$ cat config.mk
export PLATFORM = sky130hd
export DESIGN_NAME = dm_access_ctrl
export DESIGN_NICKNAME = d
export VERILOG_FILES = /design/src/rtl/dm_access_ctrl.sv
export SDC_FILE = /design/constraint.sdc
export NUM_CORES = 1
export LEC_CHECK = 0
export BUFFER_PORTS_ARGS = -buffer_cell sky130_fd_sc_hd__buf_2
export CAP_MARGIN = 20
export CORE_UTILIZATION = 40
export CTS_CLUSTER_SIZE = 40
export DETAILED_ROUTE_END_ITERATION = 7
export GPL_ROUTABILITY_DRIVEN = 1
export PLACE_DENSITY = 0.7
export SYNTH_ARGS = -nofsm -noshare
export SYNTH_HDL_FRONTEND = slang
export SYNTH_SLANG_ARGS = --single-unit
$ cat constraint.sdc
create_clock -name clk -period 5.2 [get_ports clk]
set_input_delay 0.52 -clock clk [delete_from_list [all_inputs] [get_ports clk]]
set_output_delay 0.52 -clock clk [all_outputs]
set_load 0.01 [all_outputs]
$ cat src/rtl/dm_access_ctrl.sv
`default_nettype none
// ============================================================================
// Module   : dm_access_ctrl
// Purpose  : Sequencer/arbiter in front of the word-only data memory. Shares
//            DM between the M-stage CPU port and a debug/loader port with
//            round-robin arbitration, and turns byte/halfword stores into a
//            read-modify-write pair because DM only writes whole words.
// Ports    : clk, reset (async, active-high)
//            cpu_* : CPU request port   (req/we/be/addr/wdata/pc -> ready/rdata)
//            dbg_* : debug request port (req/we/be/addr/wdata    -> ready/rdata)
//            dm_*  : straight connection to DM (pc/write/addr_byte/wdata/rdata)
// Options  : `define DM_CTRL_TRACE_EN prints every DM write cycle.
// Revision : 1.0 - initial release
// ============================================================================
module dm_access_ctrl #(
    parameter int          ADDR_W = 14,
    parameter logic [31:0] DBG_PC = 32'h0000_0000
) (
    input  logic              clk,
    input  logic              reset,
    // CPU port
    input  logic              cpu_req,
    input  logic              cpu_we,
    input  logic [3:0]        cpu_be,
    input  logic [ADDR_W-1:0] cpu_addr,
    input  logic [31:0]       cpu_wdata,
    input  logic [31:0]       cpu_pc,
    output logic              cpu_ready,
    output logic [31:0]       cpu_rdata,
    // Debug port
    input  logic              dbg_req,
    input  logic              dbg_we,
    input  logic [3:0]        dbg_be,
    input  logic [ADDR_W-1:0] dbg_addr,
    input  logic [31:0]       dbg_wdata,
    output logic              dbg_ready,
    output logic [31:0]       dbg_rdata,
    // Data memory side
    output logic [31:0]       dm_pc,
    output logic              dm_write,
    output logic [ADDR_W-1:0] dm_addr_byte,
    output logic [31:0]       dm_wdata,
    input  logic [31:0]       dm_rdata
);

    localparam logic [1:0] ST_IDLE     = 2'd0;
    localparam logic [1:0] ST_ACCESS   = 2'd1;
    localparam logic [1:0] ST_MERGE_WR = 2'd2;
    localparam logic [1:0] ST_DONE     = 2'd3;

    localparam logic GNT_CPU = 1'b0;
    localparam logic GNT_DBG = 1'b1;

    logic [1:0]        state_q,      state_d;
    logic              last_grant_q, last_grant_d;
    logic              grant_q,      grant_d;
    logic              we_q,         we_d;
    logic [3:0]        be_q,         be_d;
    logic [ADDR_W-3:0] addr_q,       addr_d;   // word index only
    logic [31:0]       wdata_q,      wdata_d;
    logic [31:0]       pc_q,         pc_d;
    logic [31:0]       merged_q,     merged_d;
    logic [31:0]       cpu_rdata_q,  cpu_rdata_d;
    logic [31:0]       dbg_rdata_q,  dbg_rdata_d;

    logic              w_pick_dbg;
    logic              w_full;
    logic              w_partial;
    logic [31:0]       w_merged;
    logic              w_unused_addr_lsbs;

    // Byte offsets are irrelevant to a word-only memory.
    assign w_unused_addr_lsbs = ^{cpu_addr[1:0], dbg_addr[1:0]};

    // Debug wins when it is the only requester, or on a tie when the CPU
    // had the previous grant.
    assign w_pick_dbg = dbg_req && (!cpu_req || (last_grant_q == GNT_CPU));

    assign w_full    = we_q && (be_q == 4'hF);
    assign w_partial = we_q && (be_q != 4'h0) && (be_q != 4'hF);

    always_comb begin
        w_merged = '0;
        for (int i = 0; i < 4; i++) begin
            w_merged[8*i +: 8] = be_q[i] ? wdata_q[8*i +: 8] : dm_rdata[8*i +: 8];
        end
    end

    // Next-state / register update logic
    always_comb begin
        state_d      = state_q;
        last_grant_d = last_grant_q;
        grant_d      = grant_q;
        we_d         = we_q;
        be_d         = be_q;
        addr_d       = addr_q;
        wdata_d      = wdata_q;
        pc_d         = pc_q;
        merged_d     = merged_q;
        cpu_rdata_d  = cpu_rdata_q;
        dbg_rdata_d  = dbg_rdata_q;
        case (state_q)
            ST_IDLE: begin
                if (cpu_req || dbg_req) begin
                    if (w_pick_dbg) begin
                        grant_d = GNT_DBG;
                        we_d    = dbg_we;
                        be_d    = dbg_be;
                        addr_d  = dbg_addr[ADDR_W-1:2];
                        wdata_d = dbg_wdata;
                        pc_d    = DBG_PC;
                    end else begin
                        grant_d = GNT_CPU;
                        we_d    = cpu_we;
                        be_d    = cpu_be;
                        addr_d  = cpu_addr[ADDR_W-1:2];
                        wdata_d = cpu_wdata;
                        pc_d    = cpu_pc;
                    end
                    last_grant_d = w_pick_dbg ? GNT_DBG : GNT_CPU;
                    state_d      = ST_ACCESS;
                end
            end
            ST_ACCESS: begin
                if (w_partial) begin
                    merged_d = w_merged;
                    state_d  = ST_MERGE_WR;
                end else begin
                    // Loads, empty stores and full stores all return the
                    // word present before any write this cycle.
                    if (grant_q == GNT_DBG) begin
                        dbg_rdata_d = dm_rdata;
                    end else begin
                        cpu_rdata_d = dm_rdata;
                    end
                    state_d = ST_DONE;
                end
            end
            ST_MERGE_WR: state_d = ST_DONE;
            ST_DONE:     state_d = ST_IDLE;
            default:     state_d = ST_IDLE;
        endcase
    end

    always_ff @(posedge clk or posedge reset) begin
        if (reset) begin
            state_q      <= ST_IDLE;
            last_grant_q <= GNT_DBG;
            grant_q      <= GNT_CPU;
            we_q         <= 1'b0;
            be_q         <= 4'h0;
            addr_q       <= '0;
            wdata_q      <= '0;
            pc_q         <= '0;
            merged_q     <= '0;
            cpu_rdata_q  <= '0;
            dbg_rdata_q  <= '0;
        end else begin
            state_q      <= state_d;
            last_grant_q <= last_grant_d;
            grant_q      <= grant_d;
            we_q         <= we_d;
            be_q         <= be_d;
            addr_q       <= addr_d;
            wdata_q      <= wdata_d;
            pc_q         <= pc_d;
            merged_q     <= merged_d;
            cpu_rdata_q  <= cpu_rdata_d;
            dbg_rdata_q  <= dbg_rdata_d;
        end
    end

    // Memory-side drive: decoded from state so an asynchronous reset kills
    // any write in flight at once.
    always_comb begin
        dm_write     = 1'b0;
        dm_wdata     = '0;
        dm_pc        = '0;
        dm_addr_byte = '0;
        case (state_q)
            ST_ACCESS: begin
                dm_pc        = pc_q;
                dm_addr_byte = {addr_q, 2'b00};
                if (w_full) begin
                    dm_write = 1'b1;
                    dm_wdata = wdata_q;
                end
            end
            ST_MERGE_WR: begin
                dm_pc        = pc_q;
                dm_addr_byte = {addr_q, 2'b00};
                dm_write     = 1'b1;
                dm_wdata     = merged_q;
            end
            default: ;
        endcase
    end

    assign cpu_ready = (state_q == ST_DONE) && (grant_q == GNT_CPU);
    assign dbg_ready = (state_q == ST_DONE) && (grant_q == GNT_DBG);
    assign cpu_rdata = cpu_rdata_q;
    assign dbg_rdata = dbg_rdata_q;

`ifdef DM_CTRL_TRACE_EN
    always @(posedge clk) begin
        if (dm_write) begin
            $display("%d@%h: *%h <= %h", $time, dm_pc,
                     {{(32-ADDR_W){1'b0}}, dm_addr_byte}, dm_wdata);
        end
    end
`else
`endif

endmodule
`default_nettype wire

==> Word-level counts from Yosys, hierarchy flattened <==
Cells that the tools add are included.
{ "word_totals": {"reg_bits": 181, "latchBits": 0, "ram_bits": 0, "rom_bits": 0, "input_bits": 170, "word_cells": 55, "mem_count": 0} }
{ "op_classes": {"addsub": 0, "mul": 0, "div_mod_pow": 0, "magnitude_cmp": 0, "eq_ne": 6, "shifts": 0, "mux": 19, "n_bitwise": 3, "n_reduce_logical": 16} }
{ "op_table": {"columns": ["cell", "n"], "rows": [
  ["$mux 32", 4],
  ["$pmux 32 s2", 1],
  ["$mux 8", 4],
  ["$mux 14", 1],
  ["$mux 12", 1],
  ["$pmux 2 s4", 1],
  ["$logic_and 1x1->1", 6],
  ["$reduce_and 3->1", 2],
  ["$eq 2x2->1 const B", 2],
  ["$eq 4x4->1 const B", 1],
  ["$mux 1", 4],
  ["$mux 4", 1],
  ["$ne 4x4->1 const B", 1],
  ["$reduce_and 2->1", 2],
  ["$reduce_bool 4->1", 1],
  ["$not 1->1", 3],
  ["$eq 2x1->1 const B", 1],
  ["$logic_not 2->1", 1],
  ["$logic_or 1x1->1", 2],
  ["$mux 2", 1],
  ["$ne 2x2->1 const B", 1],
  ["$pmux 1 s2", 1],
  ["$reduce_or 2->1", 1],
  ["$logic_not 1->1", 1]
]} }

==> Depth between registers and ports, before layout <==
Gate-level depths: netlist of run 1.
{ "logic_depth": {"word_depth": 5, "ltp_mapped": 7, "mapped_depth_nobuf": 5} }

==> Least setup slack after synthesis of run 1 <==
Ideal clock, no wire load.
{ "synth_path": {"path_type": "register to output", "startpoint": "register be_q[1]", "endpoint": "output dm_wdata[13]", "t_arrival_ps": 1793, "required_ps": 4680, "setup_slack_ps": 2887, "path_stages_with_launch": 7, "path_cell_list": "dfrtp_1 > clkbuf_1 > and4_1 > clkbuf_1 > clkbuf_1 > a32oi_1 > nor2b_1"} }
{ "synth_between": {"elab_chain_cells": 4} }
{ "synth_lines": {"columns": ["element", "line", "text"], "rows": [
  ["from (decl)", "58", "logic [3:0] be_q, be_d;"],
  ["from (signal assigned)", "151", "be_q <= 4'h0;"],
  ["from (signal assigned)", "163", "be_q <= be_d;"],
  ["$eq 4x4->1", "79", "assign w_full = we_q && (be_q == 4'hF);"],
  ["$logic_and 1x1->1", "79", null],
  ["$mux 32", "184", "if (w_full) begin"],
  ["$pmux 32 s2", "180", "case (state_q)"],
  ["to (decl)", "42", "output logic [31:0] dm_wdata,"]
]} }
Every way passes these cells.

==> Final worst setup path of run 1 <==
{ "layout_path": {"startpoint": "register be_q[0]", "endpoint": "register dbg_rdata_q[7] (netlist: dbg_rdata[7])"} }
{ "layout_between": {"elab_chain_cells": 5} }
{ "layout_lines": {"columns": ["element", "line", "text"], "rows": [
  ["$reduce_bool 4->1", "80", "assign w_partial = we_q && (be_q != 4'h0) && (be_q != 4'hF);"],
  ["$logic_and 1x1->1", "80", null],
  ["$logic_and 1x1->1 (*)", "80", null],
  ["$not 1->1 (no line) (*)", null, null],
  ["$reduce_and 3->1 (no line) (*)", null, null],
  ["to (signal assigned)", "169", "dbg_rdata_q <= dbg_rdata_d;"],
  ["to (decl)", "64", "logic [31:0] dbg_rdata_q, dbg_rdata_d;"]
]} }
Every way passes the cells marked *; elsewhere a longest branch is shown, timed or not.
A chain may end at the register's enable or synchronous reset.

==> results of run 1 <==
flip-flops by register name (all words and copies together), names as in the netlist:
| register | count |
|---|---|
| addr_q | 12 |
| be_q | 4 |
| cpu_rdata | 32 |
| dbg_rdata | 32 |
| grant_q | 1 |
| last_grant_q | 1 |
| merged_q | 32 |
| pc_q | 32 |
| state_q | 2 |
| wdata_q | 32 |
| we_q | 1 |
cell type report:
type                       count  area, um^2
fill                        1819        9720
timing repair buffer         321        1650
tap                          270         338
clock buffer                  17         425
multi-input combinational    478        3650
inverter                       4        18.8
sequential                   181        4530
clock inverter                15         158
layer usage:
| layer | track usage | share of wire |
|---|---|---|
| met1 | 0.284 | 0.45 |
| met5 | 0 | 0 |
| met4 | 0.0768 | 0.022 |
| met3 | 0.0478 | 0.054 |
| met2 | 0.338 | 0.47 |
kinds of logic (layout without fill, tap and decap cells):
family | after synthesis | after routing | share of synthesized area
buffers and inverters | 73 | 357 | 0.0374
AOI/OAI and AO/OA | 188 | 188 | 0.150
other | 1 | 2 | 0.000444
muxes | 146 | 146 | 0.183
DFF | 181 | 181 | 0.536
adders and majority gates | 5 | 5 | 0.00740
and+or+nand+nor | 137 | 137 | 0.0866
worst min path at each step:
stage | from | to | depth (start not counted)
floorplan | addr_q[0] | addr_q[0] | 2
global placement | addr_q[4] | addr_q[4] | 2
detailed placement | addr_q[8] | addr_q[8] | 2
CTS | cpu_pc[11] | pc_q[11] | 2
global route | cpu_pc[2] | pc_q[2] | 2
finish | cpu_pc[11] | pc_q[11] | 2
synth_stat cells (10+ instances only):
| master | instances |
|---|---|
| a21oi_1 | 34 |
| clkbuf_1 | 47 |
| dfrtp_1 | 180 |
| nor2b_1 | 34 |
| mux2i_1 | 81 |
| a22o_1 | 33 |
| buf_2 | 10 |
| a31oi_1 | 34 |
| a32oi_1 | 32 |
| mux2_2 | 60 |
| nand2_1 | 50 |
| and2_1 | 46 |
| o21ai_0 | 50 |
cell usage in the layout (no fill, tap or decap), types with 2 or more instances in the layout:
cell type | synthesis | routed
clkinv_4 | 0 | 2
inv_8 | 0 | 4
mux2_2 | 60 | 60
buf_4 | 2 | 12
mux2_1 | 5 | 5
mux2i_1 | 81 | 81
a32oi_1 | 32 | 32
inv_1 | 4 | 3
conb_1 | 1 | 2
a31oi_1 | 34 | 34
and2_1 | 46 | 45
clkinvlp_4 | 0 | 2
ha_1 | 5 | 4
a21oi_1 | 34 | 34
buf_2 | 10 | 308
nand2_1 | 50 | 50
inv_6 | 0 | 6
nor2b_1 | 34 | 34
o21ai_0 | 50 | 50
dfrtp_1 | 180 | 180
a22o_1 | 33 | 33
clkbuf_16 | 0 | 17
through the flow:
| stage | hold slack, ps | utilization | total power, W | instances |
|---|---|---|---|---|
| detailed placement | 463 | 0.497 | 0.00568 | 1254 |
| floorplan | 442 | - | 0.00455 | 732 |
| global placement | 457 | 0.497 | 0.00559 | 1254 |
| finish | 299 | 0.526 | 0.00693 | 1286 |
| global route | 274 | 0.526 | 0.00740 | 1286 |
| CTS | 282 | 0.526 | 0.00700 | 1286 |
power by group through the flow:
| stage | Combinational, W | Clock, W | Sequential (W) |
|---|---|---|---|
| global route | 0.00335 | 0.00138 | 0.00268 |
| finish | 0.00306 | 0.00129 | 0.00258 |
| floorplan | 0.00198 | 0 | 0.00257 |
| global placement | 0.00302 | 0 | 0.00257 |
| detailed placement | 0.00309 | 0 | 0.00259 |
| CTS | 0.00310 | 0.00132 | 0.00258 |
==> flow_summary.json, run 1 <==
{
  "p_int_w": 0.00421,
  "grt_use_total": 0.212,
  "fp.dieArea_um2": 21700,
  "period_needed_ps": 3430,
  "syn_area_per_cell_um2": 11.6,
  "layout.nets": 1178,
  "post_drt_wl_per_cell_um": 17.8,
  "hp-class": "primary input to register",
  "power.switching_w": 0.00272,
  "synth_top_area_cell": "dfrtp_1",
  "hold_viol": 0,
  "slew-limit-headroom": 0.339,
  "timing.rr.end": "dbg_rdata[7]",
  "startpoint": "be_q[0]",
  "synth_top_area_frac": 0.533,
  "cts_hold_buf": 0,
  "dr.pass1.iters": 5,
  "worstSetupEndpoint": "dbg_rdata[7]",
  "cts-resized-gates": 0,
  "antenna_found_initial": 0,
  "synth_cell_types": 32,
  "worstPathRequired_ps": 5510,
  "clock_path_buffers": 2,
  "p_per_area_nw_per_um2": 644,
  "slew_violations": 0,
  "std_cell_rows": 52,
  "gp_routability_congestion": 0.785,
  "ir_drop_mv": 0.306,
  "path_delay_family": "simple AND/OR/NAND/NOR gates",
  "netlist_area_um2": 8450,
  "clk_latency_ps": 430,
  "synthTopCellsByArea": "dfrtp_1 (53%), mux2i_1 (9.6%), mux2_2 (8.0%), a22o_1 (3.4%), and2_1 (3.4%)",
  "final_design_area_no_fill_um2": 10800,
  "finClkSkew_ps": 9.92,
  "grt_max_degree": 182,
  "startpoint_type": "register",
  "synth_edf_count": 0,
  "drive_gt1_frac": 0.416,
  "cpPeakStageDelay_ps": 1180,
  "synthToLayoutAreaGrowth_pct": 27.4,
  "h-tree-depth": 4,
  "vias": 6775,
  "async_reset_ff_frac": 1.00,
  "dieHeight_um": 147,
  "p_clk_frac": 0.187,
  "place_area_um2": 10200,
  "die_x_um": 147,
  "pwr-share-seq": 0.372,
  "seq_area_frac_synth": 0.536,
  "switching_share": 0.392,
  "status": "completed",
  "cp_max_fo": 36,
  "cts_root_buffer": "clkbuf_16",
  "ys.flop_type": "dfrtp_1",
  "cts.sinks": 181,
  "place_ws_ps": 1740,
  "start_util": 0.412,
  "maxCapViolations": 0,
  "cts_buffers": 17,
  "cp.depth": 4,
  "arrival_ps": 3740,
  "max_freq_ghz": 0.291,
  "worst_slew_pin_slew_ps": 991,
  "setup_tns_ps": 0,
  "yosysWarningCount": 0,
  "rsz0062_at_grt": "false",
  "gr-total-overflow": 0,
  "post_drt_via_cell_ratio": 5.27,
  "r2r.worst_path.cells": 4,
  "cts_tree": "done",
  "critical_path_class": "register to register",
  "post-route-period-util": 0.660,
  "crit_buf_inv": 1,
  "layout_setup_ws_ps": 1770,
  "p_comb_frac": 0.441,
  "ff2ff_setup_slack_ps": 1770,
  "critical_path.slowest_cell": "or4_2",
  "port_buffers": 308,
  "cp-end-kind": "register",
  "core_area_um2": 20500,
  "wl_mm": 22.8,
  "ios": 315,
  "grt_pass1_wl_mm": 35.8,
  "dpl.hpwl_mm": 15.4,
  "first_iter_violations": 310,
  "drtAntennaViolNets": 0,
  "rr_startpoint": "be_q[0]",
  "finalSetupViolCount": 0,
  "antenna_cells": 0,
  "path_clk_slew_ps": 80,
  "path_cells": "or4_2, a31oi_4, buf_4, mux2_2",
  "leakage_nw": 5.20,
  "postSynthCellCount": 731,
  "post-cts-setup-buffers": 0,
  "synth_seq_cells": 181,
  "grt_pass1_vias": 6529,
  "route.detailed.drc": 0
}
(Power assumes the default switching activity.)
==> run 2: changes to the inputs <==
--- a/config.mk
+++ b/config.mk
@@ -11,7 +11,7 @@
 export CTS_CLUSTER_SIZE = 40
 export DETAILED_ROUTE_END_ITERATION = 7
 export GPL_ROUTABILITY_DRIVEN = 1
-export PLACE_DENSITY = 0.7
+export PLACE_DENSITY = 0.67
 export SYNTH_ARGS = -nofsm -noshare
 export SYNTH_HDL_FRONTEND = slang
 export SYNTH_SLANG_ARGS = --single-unit
==> constraint.sdc (replaced) <==
create_clock -name clk -period 3.55 [get_ports clk]
set_input_delay 0.355 -clock clk [delete_from_list [all_inputs] [get_ports clk]]
set_output_delay 0.355 -clock clk [all_outputs]
set_load 0.01 [all_outputs]
==> run 2 against run 1 <==
  * Critical path depth is 2 higher
  * Total power grew 49%
  * Clock power rose by 51%
  * Cell count grew 0.78%
  * Clock skew is essentially flat
  * Largest power group unchanged
==> flow_summary.json, run 2 (synthesis gave the netlist of run 1 again) <==
{
  "max_freq_ghz": 0.355,
  "cts.sinks": 181,
  "final_design_area_no_fill_um2": 10900,
  "timing.rr.end": "cpu_rdata[15]",
  "worst_slew_pin_slew_ps": 846,
  "leakage_nw": 5.26,
  "path_cells": "buf_4, and4_1, buf_4, a32oi_1, nor2b_1, buf_2",
  "arrival_ps": 2460,
  "path_common_cell": "buf_4",
  "hold_viol": 0,
  "gr-total-overflow": 0,
  "path_clk_slew_ps": 60,
  "drtAntennaViolNets": 0,
  "cts_buffers": 17,
  "finClkSkew_ps": 9.66,
  "cts-resized-gates": 0,
  "grt_use_total": 0.218,
  "route.detailed.drc": 0,
  "post_drt_wl_per_cell_um": 17.9,
  "start_util": 0.412,
  "worstPathRequired_ps": 3190,
  "cts_hold_buf": 0,
  "multi_input_area_um2": 3650,
  "drive_gt1_frac": 0.420,
  "setup_tns_ps": 0,
  "std_cell_rows": 52,
  "gp_routability_congestion": 0.777,
  "ir_drop_mv": 0.436,
  "core_area_um2": 20500,
  "dpl.hpwl_mm": 16.2,
  "synthToLayoutAreaGrowth_pct": 29.0,
  "post_drt_via_cell_ratio": 5.24,
  "h-tree-depth": 4,
  "cts_root_buffer": "clkbuf_16",
  "grt_max_degree": 61,
  "hp-class": "primary input to async pin",
  "dieHeight_um": 147,
  "die_x_um": 147,
  "ios": 315,
  "fp.dieArea_um2": 21700,
  "clock_path_buffers": 2,
  "maxCapViolations": 0,
  "rsz0062_at_grt": "false",
  "mostFrequentLayoutCells": "buf_2 (308), dfrtp_1 (180), mux2i_1 (81), mux2_2 (60)",
  "r2r.worst_path.cells": 6,
  "p_per_area_nw_per_um2": 945,
  "cts_tree": "done",
  "post-route-period-util": 0.793,
  "grt_pass1_wl_mm": 36.8,
  "cp-end-kind": "output port",
  "layout.nets": 1188,
  "period_needed_ps": 2810,
  "wl_mm": 23.1,
  "rr_startpoint": "be_q[0]",
  "cpPeakStageDelay_ps": 500,
  "startpoint_type": "register",
  "port_buffers": 308,
  "finalSetupViolCount": 0,
  "place_area_um2": 10300,
  "cp_max_fo": 24,
  "ff2ff_setup_slack_ps": 960,
  "fillers": 1872,
  "slew_violations": 0,
  "final_common_cell": "buf_2",
  "dr.pass1.iters": 5,
  "post-cts-setup-buffers": 0,
  "clk_latency_ps": 420,
  "critical_path_class": "register to output port",
  "antenna_found_initial": 2,
  "slew-limit-headroom": 0.435,
  "regArea_um2": 4530,
  "first_iter_violations": 383,
  "critical_path.slowest_cell": "and4_1",
  "grt_pass1_vias": 6593,
  "status": "completed",
  "vias": 6797
}
[run 2: through the flow]
step | hold WS (ps) | std cells | setup slack (ps) | power, W | util
2_1_floorplan | 428 | 732 | 873 | 0.00666 | -
3_3_place_gp | 457 | 1264 | 979 | 0.00833 | 0.503
3_5_place_dp | 463 | 1264 | 937 | 0.00846 | 0.503
4_1_cts | 112 | 1295 | 746 | 0.0104 | 0.532
5_1_grt | 124 | 1296 | 607 | 0.0110 | 0.532
6_report | 97.0 | 1296 | 736 | 0.0103 | 0.532
[run 2: worst max-delay path by stage]
stage | from | end | slack (ps) | depth (start not counted)
final | be_q[1] | dm_wdata[20] | 740 | 6
after global routing | be_q[1] | dm_wdata[20] | 610 | 6
after CTS | be_q[1] | dm_wdata[20] | 750 | 6
after detailed placement | be_q[0] | cpu_rdata[16] | 940 | 6
after global placement | be_q[0] | cpu_rdata[11] | 980 | 6
after floorplan | reset | addr_q[0] | 870 | 1
[run 2: power by group]
| group | internal [W] | switching [W] | leakage, nW | total, W |
|---|---|---|---|---|
| Sequential | 0.00310 | 0.000579 | 2.17 | 0.00368 |
| Combinational | 0.00215 | 0.00252 | 2.80 | 0.00467 |
| Clock | 0.00114 | 0.000808 | 0.291 | 0.00195 |
| Total | 0.00640 | 0.00391 | 5.26 | 0.0103 |
[run 2: metal layers]
metal	GRT usage	share of wire
met1	0.293	0.44
met2	0.356	0.48
met3	0.0423	0.056
met4	0.0686	0.018
met5	0	0.00043
[run 2: cell type report]
type,count,share of cell area
Sequential cell,181,0.415
Multi-Input combinational cell,478,0.334
Timing Repair Buffer,331,0.162
Clock buffer,19,0.0415
Tap cell,270,0.0310
Clock inverter,12,0.0141
Inverter,4,0.00172
Antenna cell,1,0.000229
[run 2: critical path: cells and delay by family (launching register included)]
family          cells  cell delay, ps
simple gates        2             710
compound gates      1             160
buf+inv             3             800
flops               1             360
